==> src/rtl/pulse_seq_pkg.sv <==
// Shared types and default widths for the pulse sequencer.
// Holds the FSM state encoding and the default counter widths.
package pulse_seq_pkg;

   localparam int CNT_W   = 30;
   localparam int BURST_W = 8;

   typedef enum logic [1:0] {
      IDLE  = 2'd0,
      ARMED = 2'd1,
      RUN   = 2'd2
   } state_t;

endpackage

==> src/rtl/pulse_sequencer_if.sv <==
// Config handshake, control strobes and pulse outputs of the sequencer.
// Master drives config/control; slave is the sequencer.
interface pulse_sequencer_if #(
   parameter int CNT_W   = pulse_seq_pkg::CNT_W,
   parameter int BURST_W = pulse_seq_pkg::BURST_W
);

   logic               cfg_valid;
   logic               cfg_ready;
   logic [CNT_W-1:0]   cfg_div;
   logic [BURST_W-1:0] cfg_count;
   logic               start;
   logic               stop;
   logic               pulse;
   logic               tick;
   logic               busy;
   logic               done;

   modport master (
      output cfg_valid, cfg_div, cfg_count, start, stop,
      input  cfg_ready, pulse, tick, busy, done
   );

   modport slave (
      input  cfg_valid, cfg_div, cfg_count, start, stop,
      output cfg_ready, pulse, tick, busy, done
   );

endinterface

==> src/rtl/div_counter.sv <==
// Half-period cycle counter with equality compare and registered tick.
// hit is combinational so the parent can act in the same cycle.
module div_counter #(
   parameter int CNT_W = pulse_seq_pkg::CNT_W
) (
   input  logic             clk,
   input  logic             reset_n,
   input  logic             en,
   input  logic             clr,
   input  logic [CNT_W-1:0] div,
   output logic             hit,
   output logic             tick
);

   logic [CNT_W-1:0] cnt;

   assign hit = en && (cnt == div);

   // clr wins over hit so an abort never leaves a stray tick
   always_ff @(posedge clk or negedge reset_n) begin
      if (!reset_n) begin
         cnt  <= '0;
         tick <= 1'b0;
      end else if (clr) begin
         cnt  <= '0;
         tick <= 1'b0;
      end else if (hit) begin
         cnt  <= '0;
         tick <= 1'b1;
      end else begin
         if (en) cnt <= cnt + CNT_W'(1);
         tick <= 1'b0;
      end
   end

endmodule

==> src/rtl/pulse_sequencer.sv <==
// Programmable square-wave burst generator with config handshake.
// FSM, config registers, period counter and output registers.
module pulse_sequencer #(
   parameter int CNT_W   = pulse_seq_pkg::CNT_W,
   parameter int BURST_W = pulse_seq_pkg::BURST_W
) (
   input logic              clk,
   input logic              reset_n,
   pulse_sequencer_if.slave bus
);
   import pulse_seq_pkg::*;

   state_t             state;
   state_t             state_n;
   logic [CNT_W-1:0]   div_r;
   logic [BURST_W-1:0] count_r;
   logic [BURST_W-1:0] period;
   logic [BURST_W-1:0] period_n;
   logic [BURST_W-1:0] period_inc;
   logic               pulse_n;
   logic               done_n;
   logic               load;
   logic               clr;
   logic               hit;

   assign bus.cfg_ready = (state != RUN);

   div_counter #(.CNT_W(CNT_W)) u_div (
      .clk     (clk),
      .reset_n (reset_n),
      .en      (state == RUN),
      .clr     (clr),
      .div     (div_r),
      .hit     (hit),
      .tick    (bus.tick)
   );

   always_comb begin
      state_n    = state;
      pulse_n    = bus.pulse;
      done_n     = 1'b0;
      period_n   = period;
      clr        = 1'b0;
      load       = bus.cfg_valid && (state != RUN);
      period_inc = (period == '1) ? period : period + BURST_W'(1);
      unique case (1'b1)
         (state == IDLE): begin
            if (load) state_n = ARMED;
         end
         (state == ARMED): begin
            if (bus.start && !bus.stop) begin
               state_n  = RUN;
               clr      = 1'b1;
               pulse_n  = 1'b0;
               period_n = '0;
            end
         end
         (state == RUN): begin
            if (bus.stop) begin
               state_n  = ARMED;
               clr      = 1'b1;
               pulse_n  = 1'b0;
               period_n = '0;
            end else if (hit) begin
               pulse_n = !bus.pulse;
               // a falling toggle closes one full period
               if (bus.pulse) begin
                  period_n = period_inc;
                  if (count_r != '0 && period_inc == count_r) begin
                     done_n   = 1'b1;
                     pulse_n  = 1'b0;
                     period_n = '0;
                     state_n  = ARMED;
                  end
               end
            end
         end
         default: state_n = IDLE;
      endcase
   end

   always_ff @(posedge clk or negedge reset_n) begin
      if (!reset_n) begin
         state     <= IDLE;
         div_r     <= '0;
         count_r   <= '0;
         period    <= '0;
         bus.pulse <= 1'b0;
         bus.done  <= 1'b0;
         bus.busy  <= 1'b0;
      end else begin
         state     <= state_n;
         period    <= period_n;
         bus.pulse <= pulse_n;
         bus.done  <= done_n;
         bus.busy  <= (state_n == RUN);
         if (load) begin
            div_r   <= bus.cfg_div;
            count_r <= bus.cfg_count;
         end
      end
   end

endmodule

==> src/flat_wrapper.sv <==
// flat-port wrapper written by rule: the top's interface ports become plain ports
module pulse_sequencer_flat import pulse_seq_pkg::*;
#(
   parameter int CNT_W   = pulse_seq_pkg::CNT_W,
   parameter int BURST_W = pulse_seq_pkg::BURST_W
)
  (clk, reset_n, bus_cfg_valid, bus_cfg_div, bus_cfg_count, bus_start, bus_stop, bus_cfg_ready, bus_pulse, bus_tick, bus_busy, bus_done);
  pulse_sequencer_if #(.CNT_W(CNT_W), .BURST_W(BURST_W)) bus_i ();
  input logic clk;
  input logic reset_n;
  input wire logic [$bits(bus_i.cfg_valid)-1:0] bus_cfg_valid;
  input wire logic [$bits(bus_i.cfg_div)-1:0] bus_cfg_div;
  input wire logic [$bits(bus_i.cfg_count)-1:0] bus_cfg_count;
  input wire logic [$bits(bus_i.start)-1:0] bus_start;
  input wire logic [$bits(bus_i.stop)-1:0] bus_stop;
  output wire logic [$bits(bus_i.cfg_ready)-1:0] bus_cfg_ready;
  output wire logic [$bits(bus_i.pulse)-1:0] bus_pulse;
  output wire logic [$bits(bus_i.tick)-1:0] bus_tick;
  output wire logic [$bits(bus_i.busy)-1:0] bus_busy;
  output wire logic [$bits(bus_i.done)-1:0] bus_done;
  assign bus_i.cfg_valid = bus_cfg_valid;
  assign bus_i.cfg_div = bus_cfg_div;
  assign bus_i.cfg_count = bus_cfg_count;
  assign bus_i.start = bus_start;
  assign bus_i.stop = bus_stop;
  assign bus_cfg_ready = bus_i.cfg_ready;
  assign bus_pulse = bus_i.pulse;
  assign bus_tick = bus_i.tick;
  assign bus_busy = bus_i.busy;
  assign bus_done = bus_i.done;
  pulse_sequencer #(.CNT_W(CNT_W), .BURST_W(BURST_W)) u_core (.clk(clk), .reset_n(reset_n), .bus(bus_i));
endmodule
==> config.mk <==
export PLATFORM = sky130hd
export DESIGN_NAME = pulse_sequencer_flat
export DESIGN_NICKNAME = d
export VERILOG_FILES = /design/src/rtl/pulse_seq_pkg.sv /design/src/rtl/pulse_sequencer_if.sv /design/src/rtl/div_counter.sv /design/src/rtl/pulse_sequencer.sv /design/src/flat_wrapper.sv
export SDC_FILE = /design/constraint.sdc
export NUM_CORES = 1
export LEC_CHECK = 0
export CORE_MARGIN = 2
export CORE_UTILIZATION = 49
export CTS_CLUSTER_SIZE = 8
export DETAILED_ROUTE_END_ITERATION = 10
export DONT_BUFFER_PORTS = 1
export HOLD_SLACK_MARGIN = 0.12
export PLACE_DENSITY_LB_ADDON = 0.08
export SKIP_LAST_GASP = 1
export SLEW_MARGIN = 20
export SYNTH_ARGS = -nofsm -noshare
export SYNTH_HDL_FRONTEND = slang
export SYNTH_HIERARCHICAL = 1
export SYNTH_SLANG_ARGS = --single-unit
==> constraint.sdc <==
create_clock -name clk -period 6.1 [get_ports clk]
set_clock_uncertainty 0.05 [all_clocks]
set_input_delay 1.83 -clock clk [delete_from_list [all_inputs] [get_ports clk]]
set_output_delay 1.83 -clock clk [all_outputs]
set_load 0.01 [all_outputs]
# [Word-level counts from Yosys, hierarchy flattened]
# Index checks and enable logic that the tools add are counted.
[op_classes] n_addsub=2 n_mul=0 div_mod_pow=0 order_cmp=0 n_eq_ne=10 shifts=0 muxes=33 n_bitwise=0 reduce_logical=12
[op_table] operator="two-way mux 30 bit" count=3
[op_table] operator="two-way mux 8 bit" count=6
[op_table] operator="adder 30 x 1 -> 30 bit (second input constant)" count=1
[op_table] operator="equality test 30 bit" count=1
[op_table] operator="one-hot mux 8 bit (2 select lines)" count=1
[op_table] operator="two-way mux 1 bit" count=14
[op_table] operator="two-way mux 2 bit" count=6
[op_table] operator="adder 8 x 1 -> 8 bit (second input constant)" count=1
[op_table] operator="equality test 8 bit" count=1
[op_table] operator="equality test 8 bit (second input constant)" count=1
[op_table] operator="nonzero test 8 bit" count=1
[op_table] operator="inequality test 3 x 2 -> 1 bit (second input constant)" count=2
[op_table] operator="one-hot mux 2 bit (3 select lines)" count=1
[op_table] operator="equality test 2 bit (second input constant)" count=2
[op_table] operator="logical AND 1 bit" count=4
[op_table] operator="inequality test 2 bit (second input constant)" count=2
[op_table] operator="one-hot mux 1 bit (2 select lines)" count=2
[op_table] operator="AND reduction 4 bit" count=1
[op_table] operator="AND reduction 3 bit" count=1
[op_table] operator="nonzero test 3 bit" count=1
[op_table] operator="equality test 2 x 1 -> 1 bit (second input constant)" count=1
[op_table] operator="zero test 1 bit" count=2
[op_table] operator="zero test 2 bit" count=1
[op_table] operator="nonzero test 2 bit" count=1
[totals] regBits=82 latchBits=0 ramBits=0 romBits=0 wordCells=66 n_memories=0

# [Logic depth before layout (Yosys ltp)]
[logic_depth] word_depth=10 depth_mapped=11 depth_no_buf=10

# [By module]
# Netlist, hierarchy kept.
[modules_own_cells] mod="pulse_sequencer" instances=1 cells_each=230 area_each_um2=2597.5
[modules_own_cells] mod="div_counter" instances=1 cells_each=233 area_each_um2=2049.5

# [Least setup slack after synthesis]
# OpenSTA, ideal clock, no wires.
[synth_path] path_type="input -> register" startpoint="input port bus_start" endpoint="register u_core.u_div.cnt[25]" arrival_ns=3.176 path_slack_ns=2.805 cell_stages=9 cell_sequence="inv_1 -> nor3_1 -> a21oi_1 -> nor2b_1 -> nand2b_1 -> a21o_1 -> buf_6 -> or4_1 -> nand3_1"
[synth_via] elab_chain_cells=4 elab_cells_between_ends=5 cone_classes="mux: 3; reduce/logical: 2"
[synth_lines] element="start: declaration" line_no="flat_wrapper.sv:14" rtl="input wire logic [$bits(bus_i.start)-1:0] bus_start;"
[synth_lines] element="logical AND 1 bit *" line_no="pulse_sequencer.sv:51" rtl="if (bus.start && !bus.stop) begin"
[synth_lines] element="two-way mux 1 bit *" line_no="pulse_sequencer.sv:51"
[synth_lines] element="one-hot mux 1 bit (2 select lines) *" line_no="pulse_sequencer.sv:46" rtl="unique case (1'b1)"
[synth_lines] element="net u_core.clr" line_no="pulse_sequencer.sv:23" rtl="logic clr;"
[synth_lines] element="nonzero test 3 bit (no line) / two-way mux 30 bit (equally long branches)"
[synth_lines] element="end signal: assignment" line_no="div_counter.sv:31" rtl="if (en) cnt <= cnt + CNT_W'(1);"
[synth_lines] element="end: declaration" line_no="div_counter.sv:15" rtl="logic [CNT_W-1:0] cnt;"
# Mark *: on every way through the listed nets, which the timed path passes. The rest lies on a longest branch.
# A chain may end at the register's enable or synchronous reset.

# [Final worst setup path]
[layout_path] startpoint="register u_core.state[0]" endpoint="output port bus_cfg_ready"
[layout_via] elab_chain_cells=1
[layout_lines] element="start: declaration" line_no="pulse_sequencer.sv:13" rtl="state_t state;"
[layout_lines] element="start signal: assignment" line_no="pulse_sequencer.sv:92" rtl="state <= state_n;"
[layout_lines] element="inequality test 2 bit" line_no="pulse_sequencer.sv:26" rtl="assign bus.cfg_ready = (state != RUN);"
[layout_lines] element="end: declaration" line_no="flat_wrapper.sv:16" rtl="output wire logic [$bits(bus_i.cfg_ready)-1:0] bus_cfg_ready;"
# Every way passes these cells.

==> impl_results.md <==
- Avg WL per Cell: 18.00 µm
- Wire length of the first global-routing pass: 17240 µm
- Standard cell core area: 9240 µm²
- Setup slack of the worst register-to-register path: 3010 ps
- Critical hold path startpoint: u_core/div_r[26]
- Relative contribution of combinational cells to total power: 0.284
- Max H-tree Level: 3
- Arrival time worst endpoint: 1600 ps
- Pre-CTS setup slack: 2265 ps
- Post-route DRC violation count: 0
- Register clock-pin slew on the reported worst setup and hold paths: 80 ps
- Post-route cell area: 4913 µm²
- Synth Cell Area: 4647 µm²
- Critical Path Start: u_core/state[0]
- Last weighted congestion value of the routability-driven placer: 0.8534
- Maximum root-to-sink buffer count: 2
- Net count of the mapped netlist: 512
- Insertion delay of the later-clocked pin in the worst-skew pair: 350 ps
- Post-synth ARST share: 1.000
- Die width: 101.4 µm
- Count of max-cap constraint violations: 0
- First-pass DRT Iterations: 4
- Pin count of the biggest net entering global routing: 83
- Fillers: 849
- Flip-flop and latch count after synthesis: 82
- Unique masters post-synth: 61
- Worst setup EP type: primary output
- Critical register-to-register path endpoint: u_core/period[0]
- Crit path top cell by count: inv_1
- Top cell type by total area after synthesis: dfrtp_1
- Top area cells in the synthesized netlist: dfrtp_1 (44%), mux2_2 (9.0%), xnor2_1 (6.0%), nand2_1 (3.5%), nand3_1 (3.1%)
- Sink Count: 82
- Initial Utilization: 0.5029
- Total overflow reported by the global router: 0
- Fraction of the yosys area taken by sequential cells: 0.4416
- Area fraction of the dominant cell type after synthesis: 0.4416
- Run status: finished clean
- Fraction of final layout cells with drive strength greater than 1: 0.1451
- Post-CTS sizing: 0
- Antenna diode count: 0
- Via count of the first global-routing pass: 3423
- Max VDD drop: 0.1494 mV
- Total global routing track utilization: 0.2156
- Power Dens Cells: 327.0 nW/µm²
- Most instantiated cells after synthesis: dfrtp_1 (82), nand2_1 (43), mux2_2 (37), xnor2_1 (32), nand3_1 (29)
- Hold crit path type: reg -> reg
- Total placed instance area: 4687 µm²
- Least-Margin Pin Slew: 784.8 ps
- Count of port buffers added during placement: 0
- Data required time at the worst endpoint: 4220 ps
- Number of placement rows: 35
- Cells on worst reg2reg path: 8
- Sw Share: 0.3304
- Fraction of the core area covered by cells at the end of the flow: 0.5318
- Flip-flop and latch area: 2052 µm²
- Summed negative setup slack over all endpoints: 0 ps
- Hpwl dp: 7296 µm
- Buffer cell driving the clock tree root: clkbuf_8
- Most frequent cell after synthesis: dfrtp_1
- Clock Power Share: 0.264
- Worst setup slack after layout: 2625 ps
- Post-Synthesis Cells: 463
- Crit-path cells: inv_1 -> ha_1 -> inv_1
- Die footprint: 10280 µm²
- Post-route worst hold slack: 481.6 ps
- Delay of the slowest cell on the worst path: 490 ps
- Violation count after the first detailed-routing iteration: 165
- Reg2reg start: u_core/period[0]
- Multi-input logic area: 2414 µm²
- Sequential Power Share: 0.452
- Detail-routed via count per cell: 5.943
- Worst slew margin: 0.4749
- Final wirelength: 10510 µm
- Setup fix buffers added after clock tree synthesis: 0
- Final critical delay including setup and external delays: 3475 ps
- RSZ-0062 raised after global routing: no
- Yosys warns: 6
- Net switching power figure: 0.5308 mW
- Synthesized area per cell: 10.04 µm²
- Startpoint type of the worst setup path: register
- Hold-critical path depth: 1
- CTS tree: done
- Synth Flop Type: dfrtp_1
- Area growth from synthesis to layout: 5.735%
- DR vias: 3471
- Final net count: 501
- Cell count after placement: 569
- Final setup violation count: 0
- Static Leakage: 1.896 nW
- Worst-case hold path end point: u_core/div_r[26]
- Period Utilization, post-route: 0.5697
- ANT nets after route: 0
- Cell Int Power: 1.076 mW
- Slew Limit Fails: 0
- Number of primary I/O pins: 48
- Final number of hold-violating endpoints: 0
- Critical path's slowest cell: ha_1
- Peak fanout along the critical path: 12
- Number of synthesized flops with an enable pin: 0
- Final Total Pwr: 1.606 mW
- Maximum frequency from static timing analysis: 287.7 MHz
- Crit path kind: reg -> out
- TritonCTS Buffers: 9
- Post-route insts no fill: 584
- Post-CTS Hold Buffers: 0
- Die height: 101.4 µm
- Number of antenna violations at the first check in global routing: 0
## cell families (layout without fill, tap and decap cells)
group,after synthesis,count (layout),share of synthesized area
XOR/XNOR,35,35,0.06597
AO/OA/AOI/OAI,98,98,0.1473
AND/OR/NAND/NOR,167,167,0.1966
flip-flops,82,82,0.4416
adder cells (fa/ha/maj),6,6,0.01615
buffers and inverters,37,29,0.04066
multiplexers,38,38,0.09181
## flip-flops by register name (all words and copies together), names as in the netlist
signal / flops
u_core/div_r: 30
u_core/bus.busy: 1
u_core/count_r: 8
u_core/bus.done: 1
u_core/bus.pulse: 1
u_core/period: 8
u_core/u_div/tick: 1
u_core/u_div/cnt: 30
u_core/state: 2
## worst max-delay path, delay by kind of cell (launching register included)
kind                       cells  cell delay (ps)
DFF                            1              450
adders and majority gates      1              490
buffers and inverters          2              320
## how the worst max path moves through the flow
stage,slack [ps],endpoint
global route,2460,u_core/u_div/cnt[6]
CTS,2600,bus_cfg_ready
finish,2620,bus_cfg_ready
detailed placement,2260,u_core/u_div/cnt[6]
global placement,2320,u_core/u_div/cnt[6]
floorplan,2800,u_core/u_div/cnt[25]
## layer usage
layer	GRT usage	vias up	routed length, µm
met5	0	-	0
met4	0.08732	0	244
met3	0.03175	22	397
met2	0.3612	85	5228
met1	0.2812	1675	4641
li1	-	1689	-
## placed cells by master, fill, tap and decap left out, types with 4 or more instances in the layout
cell	instances
and4_1	6
o311ai_0	10
nor2_1	16
a21oi_1	23
or3_1	5
inv_1	12
a31oi_1	5
clkbuf_8	10
nor2b_1	5
a22o_1	5
nand4_1	13
nand2_1	43
o211ai_1	7
dfrtp_1	82
nor3_1	8
and3_1	13
mux2_2	37
ha_1	6
xnor2_1	32
nand3_1	29
o21ai_0	18
a221o_1	5
or4_1	4
## power groups by stage
stage                     combinational [mW]  sequential (mW)  clock [mW]
after floorplan                        0.379            0.703           0
after global placement                 0.444            0.734           0
after detailed placement               0.452            0.737           0
after CTS                              0.454            0.727       0.438
after global routing                   0.508            0.740       0.465
final                                  0.456            0.726       0.425
## cell type report
class,count,share of cell area
tap,129,0.03285
clock inverter,3,0.01324
inverter,12,0.009167
clock buffer,11,0.02878
sequential,82,0.4176
multi-input combinational,344,0.4912
timing repair buffer,3,0.007130
No activity file was read; power rests on OpenSTA's default activity.
